## config.mk

```make
export PLATFORM = sky130hd
export DESIGN_NAME = miriscv_decoder_flat
export DESIGN_NICKNAME = d
export VERILOG_FILES = /design/src/rtl/miriscv_decoder_pkg.sv /design/src/rtl/miriscv_decoder_if.sv /design/src/rtl/miriscv_decoder.sv /design/src/flat_wrapper.sv
export SDC_FILE = /design/constraint.sdc
export NUM_CORES = 1
export LEC_CHECK = 0
export ABC_AREA = 1
export CELL_PAD_IN_SITES_DETAIL_PLACEMENT = 0
export CELL_PAD_IN_SITES_GLOBAL_PLACEMENT = 2
export CORE_MARGIN = 5
export CORE_UTILIZATION = 14
export DETAILED_ROUTE_END_ITERATION = 7
export PLACE_DENSITY = 0.95
export SETUP_SLACK_MARGIN = 0.15
export SYNTH_ARGS = -nofsm -noshare
export SYNTH_HDL_FRONTEND = slang
export SYNTH_SLANG_ARGS = --single-unit
```

## constraint.sdc

```tcl
create_clock -name vclk -period 4.4
set_clock_uncertainty 0.1 [all_clocks]
set_input_delay 0.88 -clock vclk [all_inputs]
set_output_delay 0.88 -clock vclk [all_outputs]
set_load 0.1 [all_outputs]
```

## src/rtl/miriscv_decoder_pkg.sv

```systemverilog
// Shared decoder definitions: ALU codes, operand/LSU/write-back selects,
// major opcodes and the decoded-control bundle with its reset/default value.
package miriscv_decoder_pkg;

  localparam int ALU_OP_WIDTH = 5;

  localparam logic [ALU_OP_WIDTH-1:0] ALU_ADD  = 5'b00000;
  localparam logic [ALU_OP_WIDTH-1:0] ALU_SUB  = 5'b01000;
  localparam logic [ALU_OP_WIDTH-1:0] ALU_XOR  = 5'b00100;
  localparam logic [ALU_OP_WIDTH-1:0] ALU_OR   = 5'b00110;
  localparam logic [ALU_OP_WIDTH-1:0] ALU_AND  = 5'b00111;
  localparam logic [ALU_OP_WIDTH-1:0] ALU_SRA  = 5'b01101;
  localparam logic [ALU_OP_WIDTH-1:0] ALU_SRL  = 5'b00101;
  localparam logic [ALU_OP_WIDTH-1:0] ALU_SLL  = 5'b00001;
  localparam logic [ALU_OP_WIDTH-1:0] ALU_LTS  = 5'b11100;
  localparam logic [ALU_OP_WIDTH-1:0] ALU_LTU  = 5'b11110;
  localparam logic [ALU_OP_WIDTH-1:0] ALU_GES  = 5'b11101;
  localparam logic [ALU_OP_WIDTH-1:0] ALU_GEU  = 5'b11111;
  localparam logic [ALU_OP_WIDTH-1:0] ALU_EQ   = 5'b11000;
  localparam logic [ALU_OP_WIDTH-1:0] ALU_NE   = 5'b11001;
  localparam logic [ALU_OP_WIDTH-1:0] ALU_SLTS = 5'b00010;
  localparam logic [ALU_OP_WIDTH-1:0] ALU_SLTU = 5'b00011;

  localparam logic [1:0] OP_A_RS1     = 2'd0;
  localparam logic [1:0] OP_A_CURR_PC = 2'd1;
  localparam logic [1:0] OP_A_ZERO    = 2'd2;

  localparam logic [2:0] OP_B_RS2   = 3'd0;
  localparam logic [2:0] OP_B_IMM_I = 3'd1;
  localparam logic [2:0] OP_B_IMM_U = 3'd2;
  localparam logic [2:0] OP_B_IMM_S = 3'd3;
  localparam logic [2:0] OP_B_INCR  = 3'd4;

  localparam logic [2:0] LDST_B  = 3'd0;
  localparam logic [2:0] LDST_H  = 3'd1;
  localparam logic [2:0] LDST_W  = 3'd2;
  localparam logic [2:0] LDST_BU = 3'd4;
  localparam logic [2:0] LDST_HU = 3'd5;

  localparam logic WB_EX_RESULT = 1'b0;
  localparam logic WB_LSU_DATA  = 1'b1;

  localparam logic [4:0] OPC_LOAD     = 5'b00000;
  localparam logic [4:0] OPC_MISC_MEM = 5'b00011;
  localparam logic [4:0] OPC_OP_IMM   = 5'b00100;
  localparam logic [4:0] OPC_AUIPC    = 5'b00101;
  localparam logic [4:0] OPC_STORE    = 5'b01000;
  localparam logic [4:0] OPC_OP       = 5'b01100;
  localparam logic [4:0] OPC_LUI      = 5'b01101;
  localparam logic [4:0] OPC_BRANCH   = 5'b11000;
  localparam logic [4:0] OPC_JALR     = 5'b11001;
  localparam logic [4:0] OPC_JAL      = 5'b11011;
  localparam logic [4:0] OPC_SYSTEM   = 5'b11100;

  localparam logic [6:0] F7_BASE = 7'h00;
  localparam logic [6:0] F7_ALT  = 7'h20;

  typedef struct packed {
    logic [1:0]              op_a_sel;
    logic [2:0]              op_b_sel;
    logic [ALU_OP_WIDTH-1:0] alu_op;
    logic                    mem_req;
    logic                    mem_we;
    logic [2:0]              mem_size;
    logic                    gpr_we;
    logic                    wb_src_sel;
    logic                    illegal;
    logic                    branch;
    logic                    jal;
    logic                    jalr;
  } dec_ctrl_t;

  // Quiet, legal control word: also what an illegal instruction decays to.
  function automatic dec_ctrl_t dec_default();
    dec_ctrl_t d;
    d.op_a_sel   = OP_A_RS1;
    d.op_b_sel   = OP_B_IMM_I;
    d.alu_op     = ALU_ADD;
    d.mem_req    = 1'b0;
    d.mem_we     = 1'b0;
    d.mem_size   = LDST_W;
    d.gpr_we     = 1'b0;
    d.wb_src_sel = WB_EX_RESULT;
    d.illegal    = 1'b0;
    d.branch     = 1'b0;
    d.jal        = 1'b0;
    d.jalr       = 1'b0;
    return d;
  endfunction

endpackage

```

## src/rtl/miriscv_decoder_if.sv

```systemverilog
// Fetch-to-decoder bundle: instruction word in, datapath controls out.
// master = fetch/datapath side, slave = decoder.
interface miriscv_decoder_if;
  import miriscv_decoder_pkg::*;

  logic [31:0]             fetched_instr_i;
  logic [1:0]              ex_op_a_sel_o;
  logic [2:0]              ex_op_b_sel_o;
  logic [ALU_OP_WIDTH-1:0] alu_op_o;
  logic                    mem_req_o;
  logic                    mem_we_o;
  logic [2:0]              mem_size_o;
  logic                    gpr_we_a_o;
  logic                    wb_src_sel_o;
  logic                    illegal_instr_o;
  logic                    branch_o;
  logic                    jal_o;
  logic                    jalr_o;

  modport master (
    output fetched_instr_i,
    input  ex_op_a_sel_o, ex_op_b_sel_o, alu_op_o, mem_req_o, mem_we_o,
           mem_size_o, gpr_we_a_o, wb_src_sel_o, illegal_instr_o,
           branch_o, jal_o, jalr_o
  );

  modport slave (
    input  fetched_instr_i,
    output ex_op_a_sel_o, ex_op_b_sel_o, alu_op_o, mem_req_o, mem_we_o,
           mem_size_o, gpr_we_a_o, wb_src_sel_o, illegal_instr_o,
           branch_o, jal_o, jalr_o
  );

endinterface

```

## src/rtl/miriscv_decoder.sv

```systemverilog
// RV32I instruction decoder. One combinational decode of the major opcode;
// with REG_OUT=1 the control word is registered (one cycle latency, reset
// to the quiet default word).
module miriscv_decoder
  import miriscv_decoder_pkg::*;
#(
  parameter bit REG_OUT = 1'b0
) (
  input  logic              clk_i,
  input  logic              rst_i,
  miriscv_decoder_if.slave  dec_if
);

  logic [31:0] w_instr;
  logic [4:0]  w_opcode;
  logic [2:0]  w_funct3;
  logic [6:0]  w_funct7;
  logic        w_illegal;
  logic        w_unused_bits;
  dec_ctrl_t   w_dec;
  dec_ctrl_t   w_out;
  dec_ctrl_t   r_dec;

  assign w_instr  = dec_if.fetched_instr_i;
  assign w_opcode = w_instr[6:2];
  assign w_funct3 = w_instr[14:12];
  assign w_funct7 = w_instr[31:25];

  // Register and immediate fields are consumed by the datapath, not here.
  assign w_unused_bits = ^{w_instr[24:15], w_instr[11:7]};

  // Decode the opcode into a control word; illegal encodings collapse to defaults.
  always_comb begin
    w_dec     = dec_default();
    w_illegal = 1'b0;
    if (w_instr[1:0] != 2'b11) begin
      w_illegal = 1'b1;
    end else begin
      case (w_opcode)
        OPC_LOAD: begin
          w_dec.mem_req    = 1'b1;
          w_dec.mem_size   = w_funct3;
          w_dec.gpr_we     = 1'b1;
          w_dec.wb_src_sel = WB_LSU_DATA;
          if (!(w_funct3 inside {LDST_B, LDST_H, LDST_W, LDST_BU, LDST_HU}))
            w_illegal = 1'b1;
        end
        OPC_STORE: begin
          w_dec.op_b_sel = OP_B_IMM_S;
          w_dec.mem_req  = 1'b1;
          w_dec.mem_we   = 1'b1;
          w_dec.mem_size = w_funct3;
          if (!(w_funct3 inside {LDST_B, LDST_H, LDST_W}))
            w_illegal = 1'b1;
        end
        OPC_OP_IMM: begin
          w_dec.gpr_we = 1'b1;
          case (w_funct3)
            3'd0: w_dec.alu_op = ALU_ADD;
            3'd1: begin
              w_dec.alu_op = ALU_SLL;
              if (w_funct7 != F7_BASE) w_illegal = 1'b1;
            end
            3'd2: w_dec.alu_op = ALU_SLTS;
            3'd3: w_dec.alu_op = ALU_SLTU;
            3'd4: w_dec.alu_op = ALU_XOR;
            3'd5: begin
              if (w_funct7 == F7_BASE)     w_dec.alu_op = ALU_SRL;
              else if (w_funct7 == F7_ALT) w_dec.alu_op = ALU_SRA;
              else                         w_illegal    = 1'b1;
            end
            3'd6: w_dec.alu_op = ALU_OR;
            default: w_dec.alu_op = ALU_AND;
          endcase
        end
        OPC_OP: begin
          w_dec.op_b_sel = OP_B_RS2;
          w_dec.gpr_we   = 1'b1;
          if (w_funct7 == F7_BASE) begin
            case (w_funct3)
              3'd0: w_dec.alu_op = ALU_ADD;
              3'd1: w_dec.alu_op = ALU_SLL;
              3'd2: w_dec.alu_op = ALU_SLTS;
              3'd3: w_dec.alu_op = ALU_SLTU;
              3'd4: w_dec.alu_op = ALU_XOR;
              3'd5: w_dec.alu_op = ALU_SRL;
              3'd6: w_dec.alu_op = ALU_OR;
              default: w_dec.alu_op = ALU_AND;
            endcase
          end else if (w_funct7 == F7_ALT && w_funct3 == 3'd0) begin
            w_dec.alu_op = ALU_SUB;
          end else if (w_funct7 == F7_ALT && w_funct3 == 3'd5) begin
            w_dec.alu_op = ALU_SRA;
          end else begin
            w_illegal = 1'b1;
          end
        end
        OPC_LUI: begin
          w_dec.op_a_sel = OP_A_ZERO;
          w_dec.op_b_sel = OP_B_IMM_U;
          w_dec.gpr_we   = 1'b1;
        end
        OPC_AUIPC: begin
          w_dec.op_a_sel = OP_A_CURR_PC;
          w_dec.op_b_sel = OP_B_IMM_U;
          w_dec.gpr_we   = 1'b1;
        end
        OPC_BRANCH: begin
          w_dec.op_b_sel = OP_B_RS2;
          w_dec.branch   = 1'b1;
          case (w_funct3)
            3'd0: w_dec.alu_op = ALU_EQ;
            3'd1: w_dec.alu_op = ALU_NE;
            3'd4: w_dec.alu_op = ALU_LTS;
            3'd5: w_dec.alu_op = ALU_GES;
            3'd6: w_dec.alu_op = ALU_LTU;
            3'd7: w_dec.alu_op = ALU_GEU;
            default: w_illegal = 1'b1;
          endcase
        end
        OPC_JAL: begin
          w_dec.op_a_sel = OP_A_CURR_PC;
          w_dec.op_b_sel = OP_B_INCR;
          w_dec.gpr_we   = 1'b1;
          w_dec.jal      = 1'b1;
        end
        OPC_JALR: begin
          w_dec.op_a_sel = OP_A_CURR_PC;
          w_dec.op_b_sel = OP_B_INCR;
          w_dec.gpr_we   = 1'b1;
          w_dec.jalr     = 1'b1;
          if (w_funct3 != 3'd0) w_illegal = 1'b1;
        end
        OPC_MISC_MEM, OPC_SYSTEM: ;
        default: w_illegal = 1'b1;
      endcase
    end
    if (w_illegal) begin
      w_dec         = dec_default();
      w_dec.illegal = 1'b1;
    end
  end

  // Optional output register stage; reset holds the quiet default word.
  always_ff @(posedge clk_i) begin
    if (rst_i) r_dec <= dec_default();
    else       r_dec <= w_dec;
  end

  assign w_out = REG_OUT ? r_dec : w_dec;

  assign dec_if.ex_op_a_sel_o   = w_out.op_a_sel;
  assign dec_if.ex_op_b_sel_o   = w_out.op_b_sel;
  assign dec_if.alu_op_o        = w_out.alu_op;
  assign dec_if.mem_req_o       = w_out.mem_req;
  assign dec_if.mem_we_o        = w_out.mem_we;
  assign dec_if.mem_size_o      = w_out.mem_size;
  assign dec_if.gpr_we_a_o      = w_out.gpr_we;
  assign dec_if.wb_src_sel_o    = w_out.wb_src_sel;
  assign dec_if.illegal_instr_o = w_out.illegal;
  assign dec_if.branch_o        = w_out.branch;
  assign dec_if.jal_o           = w_out.jal;
  assign dec_if.jalr_o          = w_out.jalr;

endmodule

```

## src/flat_wrapper.sv

```systemverilog
// flat-port wrapper written by rule: the top's interface ports become plain ports
module miriscv_decoder_flat import miriscv_decoder_pkg::*;
#(
  parameter bit REG_OUT = 1'b0
)
  (clk_i, rst_i, dec_if_fetched_instr_i, dec_if_ex_op_a_sel_o, dec_if_ex_op_b_sel_o, dec_if_alu_op_o, dec_if_mem_req_o, dec_if_mem_we_o, dec_if_mem_size_o, dec_if_gpr_we_a_o, dec_if_wb_src_sel_o, dec_if_illegal_instr_o, dec_if_branch_o, dec_if_jal_o, dec_if_jalr_o);
  miriscv_decoder_if dec_if_i ();
  input  logic clk_i;
  input  logic rst_i;
  input wire logic [$bits(dec_if_i.fetched_instr_i)-1:0] dec_if_fetched_instr_i;
  output wire logic [$bits(dec_if_i.ex_op_a_sel_o)-1:0] dec_if_ex_op_a_sel_o;
  output wire logic [$bits(dec_if_i.ex_op_b_sel_o)-1:0] dec_if_ex_op_b_sel_o;
  output wire logic [$bits(dec_if_i.alu_op_o)-1:0] dec_if_alu_op_o;
  output wire logic [$bits(dec_if_i.mem_req_o)-1:0] dec_if_mem_req_o;
  output wire logic [$bits(dec_if_i.mem_we_o)-1:0] dec_if_mem_we_o;
  output wire logic [$bits(dec_if_i.mem_size_o)-1:0] dec_if_mem_size_o;
  output wire logic [$bits(dec_if_i.gpr_we_a_o)-1:0] dec_if_gpr_we_a_o;
  output wire logic [$bits(dec_if_i.wb_src_sel_o)-1:0] dec_if_wb_src_sel_o;
  output wire logic [$bits(dec_if_i.illegal_instr_o)-1:0] dec_if_illegal_instr_o;
  output wire logic [$bits(dec_if_i.branch_o)-1:0] dec_if_branch_o;
  output wire logic [$bits(dec_if_i.jal_o)-1:0] dec_if_jal_o;
  output wire logic [$bits(dec_if_i.jalr_o)-1:0] dec_if_jalr_o;
  assign dec_if_i.fetched_instr_i = dec_if_fetched_instr_i;
  assign dec_if_ex_op_a_sel_o = dec_if_i.ex_op_a_sel_o;
  assign dec_if_ex_op_b_sel_o = dec_if_i.ex_op_b_sel_o;
  assign dec_if_alu_op_o = dec_if_i.alu_op_o;
  assign dec_if_mem_req_o = dec_if_i.mem_req_o;
  assign dec_if_mem_we_o = dec_if_i.mem_we_o;
  assign dec_if_mem_size_o = dec_if_i.mem_size_o;
  assign dec_if_gpr_we_a_o = dec_if_i.gpr_we_a_o;
  assign dec_if_wb_src_sel_o = dec_if_i.wb_src_sel_o;
  assign dec_if_illegal_instr_o = dec_if_i.illegal_instr_o;
  assign dec_if_branch_o = dec_if_i.branch_o;
  assign dec_if_jal_o = dec_if_i.jal_o;
  assign dec_if_jalr_o = dec_if_i.jalr_o;
  miriscv_decoder #(.REG_OUT(REG_OUT)) u_core (.clk_i(clk_i), .rst_i(rst_i), .dec_if(dec_if_i));
endmodule
```

# After elaboration in Yosys (flattened, before gate mapping)
# Index checks and enable logic that the tools add are counted.
# word_totals
mem_bits_ro	0
regBits	0
n_memories	0
ram_bits	0
inputBits	34
word_cells	71
latchBits	0
out_inout_bits	21
# op_classes
add_sub_neg	0
magnitude_cmp	0
shift	0
multipliers	0
bitwise_logic	0
reduce_logical	17
n_div	0
n_eq_ne	19
muxes	35
# op_table
operator	n
$pmux 5 s7	1
$pmux 5 s6	1
$mux 21	1
$pmux 3 s7	1
$eq 5x5->1 const B	4
$mux 1	18
$mux 17	1
$mux 4	4
$eq 5x4->1 const B	3
$pmux 5 s3	1
$eq 3x3->1 const B	4
$pmux 3 s4	1
$eq 5x3->1 const B	2
$reduce_or 2->1	4
$eq 7x6->1 const B	1
$logic_not 7->1	1
$pmux 1 s7	1
$reduce_bool 7->1	1
$reduce_or 7->1	1
$eq 3x2->1 const B	2
$mux 3	2
$reduce_bool 3->1	2
$reduce_or 6->1	1
$eq 5x2->1 const B	1
11 further kinds	12

# Longest topological paths before layout
# Gate-level depths: netlist of run 1.
# depth
ltp_word	8
mapped_depth	10

# Worst setup path after synthesis of run 1
# No wires, ideal clock.
# synth_path
path_kind	input port to output port
from	input dec_if_fetched_instr_i[4]
to	output dec_if_jal_o
slack_ps	-620
required_time_ps	3420
path_buffers	1
stages	4
arrival_time_ps	4040
path_cell_list	buf_2 > nor2_1 > inv_1 > nor4_1
# synth_between
elab_chain_len	5
word_cells_on_any_way	17
# synth_rtl
element	line_no	rtl
start, declared	flat_wrapper.sv:10	input wire logic [$bits(dec_if_i.fetched_instr_i)-1:0] dec_if_fetched_instr_i;
$eq 5x2->1 (tied with other cells)	miriscv_decoder.sv:39	case (w_opcode)
$reduce_or 5->1 (no source line)	-	
$pmux 1 s7	miriscv_decoder.sv:39	
$mux 1	miriscv_decoder.sv:36	if (w_instr[1:0] != 2'b11) begin
$mux 21 *	miriscv_decoder.sv:138	if (w_illegal) begin
end, declared	flat_wrapper.sv:21	output wire logic [$bits(dec_if_i.jal_o)-1:0] dec_if_jal_o;
# Every way passes the cells marked *; elsewhere a longest branch is shown, timed or not.

# Worst setup path after layout of run 1
# layout_path
from	input dec_if_fetched_instr_i[5]
to	output dec_if_alu_op_o[2]
# layout_between
elab_chain_len	5
word_cells_on_any_way	17
# layout_rtl
element	line_no	rtl
$eq 5x2->1 (tied with other cells)	miriscv_decoder.sv:39	
$reduce_or 5->1 (no source line)	-	
$pmux 1 s7	miriscv_decoder.sv:39	
$mux 1	miriscv_decoder.sv:36	
$mux 21 *	miriscv_decoder.sv:138	
end, declared	flat_wrapper.sv:13	output wire logic [$bits(dec_if_i.alu_op_o)-1:0] dec_if_alu_op_o;
# Marked as above.

==> impl_metrics.yaml, run 1 <==
routing:
  route.detailed.drc: 0
  final_antenna_net_count: 0
  vias: 913
  first_pass_iters: 4
  initialDrtViolationCount: 28
  wl_per_cell_um: 10.6
  via_per_inst: 4.09
  totalWireLength_mm: 2.35
floorplan:
  start_util: 0.143
  num_io_pins: 55
  fp.coreArea_mm2: 0.00435
  rows: 24
  dieArea_mm2: 0.00590
  die_h_um: 76.8
  die_x_um: 76.8
logic_synthesis:
  yosysMostFrequentCell: "nor2_1"
  synth_common_cells: "nor2_1, nand2_1, inv_1"
  muxShareOfSynthArea: 0
  synth_compound_area_frac: 0.152
  yosysTopAreaCell: "nor2_1"
  synth_top_family_by_area: "simple AND/OR/NAND/NOR gates"
  synth-simple-area-share: 0.689
  synth_cell_types: 19
  seq_area_frac_synth: 0
  syn-cell-area_um2: 624
  syn-num-nets: 168
  yosys_warnings: 0
  synth_fa_ha_area_frac: 0
  yosys-top-cells-area: "nor2_1, nand2_1, inv_1"
  synthCells: 134
  syn_avg_cell_area_um2: 4.66
  yosysTopAreaCellShare: 0.198
  synthXorXnorAreaFrac: 0
sta:
  final.setup.tns_ns: 0
  clock.fmax_mhz: 259
  rsz0062_at_grt: "false"
  setup_slack_ns: 0.546
  worst_pin_slew_ns: 0.281
  setup_violations: 0
  max_slew_margin: 0.812
  hold_viol_final: 0
  min_period_ns: 3.85
  drv_slew: 0
  fin_crit_sh: 0.876
placed_design:
  dp_hpwl_mm: 2.07
  post-place-ws_ns: 0.529
  port_buffers: 38
  post_dp_cell_area_mm2: 0.00125
  gp_congestion: 0.806
worst_setup_path:
  slowest_stage: "clkdlybuf4s50_1"
  start_kind: "input pin"
  critical_path_class: "in2out"
  cp_max_fo: 6
  critPathRequiredTime_ns: 3.42
  slowest_delay_ns: 0.59
  cp_cell_sequence: "clkdlybuf4s50_1, inv_2, nor2_1, nand3_1, nand3_1, nor2_1, nor2_4, nand3_1, nor2_1, buf_12"
  cp.arrival_ns: 2.87
  end_kind: "primary output"
grt:
  grt-ovfl-total: 0
  grt_pass1_vias: 893
  grt.total_usage: 0.0750
  antenna_found_initial: 0
  grt_max_degree: 10
  grt_pass1_wl_mm: 3.93
power_and_ir_drop:
  comb_power_share: 1.000
  swShare: 0.607
  internal_power_uw: 27.0
  switchingPower_uw: 41.6
  leakage_nw: 0.556
  p_total_uw: 68.5
  ir_drop_v: 0.0000323
  power.share.clock: 0
  cellPowerDensity_mw_per_mm2: 54.6
  seq_power_share: 0
finish:
  regArea_um2: 0
  nFillCells: 472
  area_growth_pct: 101
  num_antenna_cells: 0
  seq_cell_count: 0
  nNetsFinal: 207
  clkbuf_count: 0
  drive_gt1_frac: 0.216
  final_area_mm2: 0.00125
job:
  drv_cap: 0
worst_hold_path:
  min_path_type: "in2out"
clocking:
  post_cts_buffers: 0
  cts_hold_buf: 0
  cts_resized: 0
status:
  run_status: "complete, no violations"
-- kinds of logic after synthesis --
| kind of cell | Yosys count |
|---|---|
| compound gates | 16 |
| simple gates | 92 |
| buf+inv | 26 |
-- worst paths after layout --
path                                      start                 end  cells after the start
worst max-delay path  dec_if_fetched_instr_i[5]  dec_if_alu_op_o[2]                     10
worst min-delay path  dec_if_fetched_instr_i[3]        dec_if_jal_o                      4
-- layout make-up --
type	instances	area, um2	area share
well taps	52	65.1	0.0518
multi-input cells	108	543	0.433
inverters	25	93.8	0.0748
repair buffers	38	553	0.441
-- metrics by stage --
| step | hold slack (ns) | cells | utilization |
|---|---|---|---|
| floorplan | 1.85 | 134 | - |
| global placement | 2.52 | 223 | 0.288 |
| detailed placement | 2.51 | 223 | 0.288 |
| CTS | 2.51 | 223 | 0.288 |
| global route | 2.56 | 223 | 0.288 |
| finish | 2.51 | 223 | 0.288 |
-- power by group through the flow --
stage	registers [mW]	logic, mW	clock network (mW)
6_report	0	0.0685	0
5_1_grt	0	0.0747	0
4_1_cts	0	0.0691	0
3_5_place_dp	0	0.0689	0
3_3_place_gp	0	0.0686	0
2_1_floorplan	0	0.0387	0
-- metal layers --
metal	share of wire	wire (um)	track usage	vias up
li1	-	-	-	503
met1	0.48	1140	0.104	391
met2	0.47	1120	0.134	19
met3	0.040	95	0.00468	0
met4	0	0	0	0
met5	0	0	0	-
-- worst max-delay path, delay by kind of cell --
| family | cells | cell delay, ns |
|---|---|---|
| and+or+nand+nor | 7 | 1.09 |
| buffers and inverters | 3 | 0.89 |
-- cell usage in the layout, fill, tap and decap left out, types with 4 or more instances in the layout --
| cell | netlist | layout |
|---|---|---|
| nand3_1 | 17 | 17 |
| clkdlybuf4s50_1 | 0 | 17 |
| inv_1 | 23 | 23 |
| nand2_1 | 27 | 27 |
| a21oi_1 | 6 | 6 |
| nand4_1 | 4 | 4 |
| buf_12 | 0 | 18 |
| nor2_1 | 33 | 33 |
| o21ai_0 | 5 | 5 |
Note: power is estimated with default switching activity, not from simulation.
==> run 2: changes to the inputs <==
CORE_MARGIN = not set   (was 5)
SLEW_MARGIN = 20   (was not set)
==> impl_metrics.yaml, run 2 (synthesized netlist as in run 1, its figures left out) <==
worst_hold_path:
  hold_end: "dec_if_jal_o"
  min_path_type: "in2out"
  hold_start: "dec_if_fetched_instr_i[3]"
  hold_path_depth: 4
floorplan:
  die_h_um: 68.8
  die_x_um: 68.8
  start_util: 0.151
  rows: 23
  fp.coreArea_mm2: 0.00414
  dieArea_mm2: 0.00473
  num_io_pins: 55
routing:
  initialDrtViolationCount: 60
  first_pass_iters: 4
  vias: 940
  wl_per_cell_um: 9.80
  final_antenna_net_count: 0
  route.detailed.drc: 0
  totalWireLength_mm: 2.17
  via_per_inst: 4.25
worst_setup_path:
  cp_max_fo: 6
  critical_path_class: "in2out"
  critPathRequiredTime_ns: 3.42
  end_kind: "primary output"
  start_kind: "input pin"
  cp.arrival_ns: 2.86
placed_design:
  port_buffers: 38
  gp_congestion: 0.868
  post-place-ws_ns: 0.547
  dp_hpwl_mm: 1.89
grt:
  grt_max_degree: 10
  grt_pass1_vias: 808
  grt-busiest-layer: "met2"
  met2_usage: 0.169
  grt-ovfl-total: 0
  use_met3: 0.00164
  grtUsageMet1: 0.130
  grt_pass1_wl_mm: 3.48
  grt.total_usage: 0.0932
  antenna_found_initial: 0
finish:
  final_common_cell: "nor2_1"
  nFillCells: 472
  num_antenna_cells: 0
  area_growth_pct: 101
  layout_common_cells: "nor2_1, nand2_1, inv_1, buf_12"
  regArea_um2: 0
  drive_gt1_frac: 0.216
  nNetsFinal: 207
  seq_cell_count: 0
  clkbuf_count: 0
sta:
  rsz0062_at_grt: "false"
  fin_crit_sh: 0.874
  drv_slew: 0
  min_period_ns: 3.84
  setup_violations: 0
  final.setup.tns_ns: 0
  setup_slack_ns: 0.556
  hold_viol_final: 0
  worst_pin_slew_ns: 0.283
  max_slew_margin: 0.811
  clock.fmax_mhz: 260
power_and_ir_drop:
  cellPowerDensity_mw_per_mm2: 54.6
  leakage_nw: 0.556
  ir_drop_v: 0.0000278
clocking:
  cts_resized: 0
  cts_hold_buf: 0
  post_cts_buffers: 0
status:
  run_status: "complete, no violations"
job:
  drv_cap: 0
-- run 2: worst max-delay path: stages --
cell and delay [ns]:
clkdlybuf4s50_1 0.59, inv_2 0.09, nor2_1 0.12, nand3_1 0.19, nand3_1 0.13, nor2_1 0.07
nor2_4 0.21, nand3_1 0.15, nor2_1 0.21, buf_12 0.21
-- run 2: worst max-delay path by stage --
| stage | start | to | slack, ns | cells past startpoint |
|---|---|---|---|---|
| after floorplan | dec_if_fetched_instr_i[4] | dec_if_alu_op_o[4] | 0.17 | 10 |
| after global placement | dec_if_fetched_instr_i[5] | dec_if_branch_o | 0.54 | 10 |
| after detailed placement | dec_if_fetched_instr_i[5] | dec_if_alu_op_o[2] | 0.55 | 10 |
| after CTS | dec_if_fetched_instr_i[5] | dec_if_alu_op_o[2] | 0.54 | 10 |
| after global routing | dec_if_fetched_instr_i[14] | dec_if_branch_o | 0.36 | 11 |
| final | dec_if_fetched_instr_i[5] | dec_if_alu_op_o[2] | 0.56 | 10 |
-- run 2: layout make-up --
class | instances | area (um2) | area share
inverter | 25 | 93.8 | 0.0749
timing repair buffer | 38 | 553 | 0.442
multi-input combinational | 108 | 543 | 0.434
tap | 50 | 62.6 | 0.0500
-- run 2: metal layers --
metal,up-vias,part of all wire
met5,-,0
met4,0,0
met3,0,0.042
met2,24,0.48
met1,414,0.48
li1,502,-
-- run 2: report_power, final --
part           leakage, nW  total (mW)  internal [mW]  switching (mW)
logic                0.556      0.0684         0.0269          0.0415
registers                0           0              0               0
clock network            0           0              0               0
-- run 2: metrics by stage --
stage / area, um2 / cells / utilization / hold slack [ns] / power, mW
2_1_floorplan: 642 / 134 / - / 1.85 / 0.0387
3_3_place_gp: 1250 / 221 / 0.302 / 2.52 / 0.0687
3_5_place_dp: 1250 / 221 / 0.302 / 2.51 / 0.0687
4_1_cts: 1250 / 221 / 0.302 / 2.51 / 0.0688
5_1_grt: 1250 / 221 / 0.302 / 2.55 / 0.0748
6_report: 1250 / 221 / 0.302 / 2.51 / 0.0684
==> run 3: changes to the inputs <==
CAP_MARGIN = 20   (was not set)
CORE_ASPECT_RATIO = 0.9   (was not set)
==> impl_metrics.yaml, run 3 (synthesized netlist as in run 1, its figures left out) <==
power_and_ir_drop:
  comb_power_share: 1.000
  cellPowerDensity_mw_per_mm2: 54.1
  power.share.clock: 0
  ir_drop_v: 0.0000334
  switchingPower_uw: 41.5
  swShare: 0.607
  leakage_nw: 0.556
  seq_power_share: 0
  internal_power_uw: 26.9
routing:
  wl_per_cell_um: 9.76
  via_per_inst: 4.14
  totalWireLength_mm: 2.26
  first_pass_iters: 4
  route.detailed.drc: 0
  final_antenna_net_count: 0
  vias: 957
  initialDrtViolationCount: 72
grt:
  grt_pass1_wl_mm: 3.77
  grt_max_degree: 10
  antenna_found_initial: 0
  grt_pass1_vias: 823
  grt.total_usage: 0.0956
  grt-ovfl-total: 0
finish:
  final_area_mm2: 0.00126
  seq_cell_count: 0
  nNetsFinal: 207
  layout_common_cells: "nor2_1, nand2_1, inv_1, buf_12"
  clkbuf_count: 0
  area_growth_pct: 103
  final_common_cell: "nor2_1"
  regArea_um2: 0
  nFillCells: 483
  drive_gt1_frac: 0.216
  num_antenna_cells: 0
sta:
  setup_slack_ns: 0.572
  final.setup.tns_ns: 0
  clock.fmax_mhz: 261
  setup_violations: 0
  hold_viol_final: 0
  min_period_ns: 3.83
  rsz0062_at_grt: "false"
  worst_pin_slew_ns: 0.291
  hold_ws_ns: 2.51
  max_slew_margin: 0.806
  drv_slew: 0
  fin_crit_sh: 0.870
clocking:
  post_cts_buffers: 0
  cts_hold_buf: 0
  cts_resized: 0
placed_design:
  dp_hpwl_mm: 1.93
  post_dp_cell_area_mm2: 0.00126
  post-place-ws_ns: 0.567
  port_buffers: 38
  gp_congestion: 0.819
worst_setup_path:
  critPathRequiredTime_ns: 3.42
  end_kind: "primary output"
  cp_max_fo: 5
  critical_path_class: "in2out"
  cp.arrival_ns: 2.85
  start_kind: "input pin"
floorplan:
  start_util: 0.149
  die_h_um: 65.4
  dieArea_mm2: 0.00473
  die_x_um: 72.4
  fp.coreArea_mm2: 0.00418
  rows: 22
  num_io_pins: 55
job:
  drv_cap: 0
worst_hold_path:
  min_path_type: "in2out"
status:
  run_status: "complete, no violations"
-- run 3: cell counts in the layout (fill, tap and decap cells not counted) --
No cell type changed its count.
-- run 3: final cells by class --
class	instances	area, um2	area share
inverter	25	93.8	0.0742
tap	60	75.1	0.0593
timing repair buffer	38	553	0.437
multi-input combinational	108	543	0.429
-- run 3: stage by stage --
| step | total power [mW] | std cells | util |
|---|---|---|---|
| 6_report | 0.0685 | 231 | 0.302 |
| 4_1_cts | 0.0686 | 231 | 0.302 |
| 5_1_grt | 0.0750 | 231 | 0.302 |
| 2_1_floorplan | 0.0387 | 134 | - |
| 3_3_place_gp | 0.0687 | 231 | 0.302 |
| 3_5_place_dp | 0.0684 | 231 | 0.302 |
-- run 3: final timing paths --
kind	from	endpoint	slack, ns	depth (start not counted)
max	dec_if_fetched_instr_i[2]	dec_if_alu_op_o[2]	0.57	10
min	dec_if_fetched_instr_i[3]	dec_if_jal_o	2.51	4
-- run 3: critical path: stages --
cell	delay, ns
clkdlybuf4s50_1	0.53
inv_1	0.05
nor2_1	0.19
nand3_1	0.21
nand3_1	0.12
nor2_1	0.08
nor2_4	0.20
nand3_1	0.15
nor2_1	0.22
buf_12	0.21
-- run 3: power by group through the flow --
| stage | Combinational, mW | Clock (mW) | Sequential (mW) |
|---|---|---|---|
| floorplan | 0.0387 | 0 | 0 |
| global placement | 0.0687 | 0 | 0 |
| detailed placement | 0.0684 | 0 | 0 |
| CTS | 0.0686 | 0 | 0 |
| global route | 0.0750 | 0 | 0 |
| finish | 0.0685 | 0 | 0 |
-- run 3: metal layers --
metal / GRT usage / vias up / part of all wire
met2: 0.153 / 31 / 0.42
met4: 0 / 0 / 0
met3: 0.00153 / 0 / 0.041
li1: - / 506 / -
met1: 0.150 / 420 / 0.54
met5: 0 / - / 0
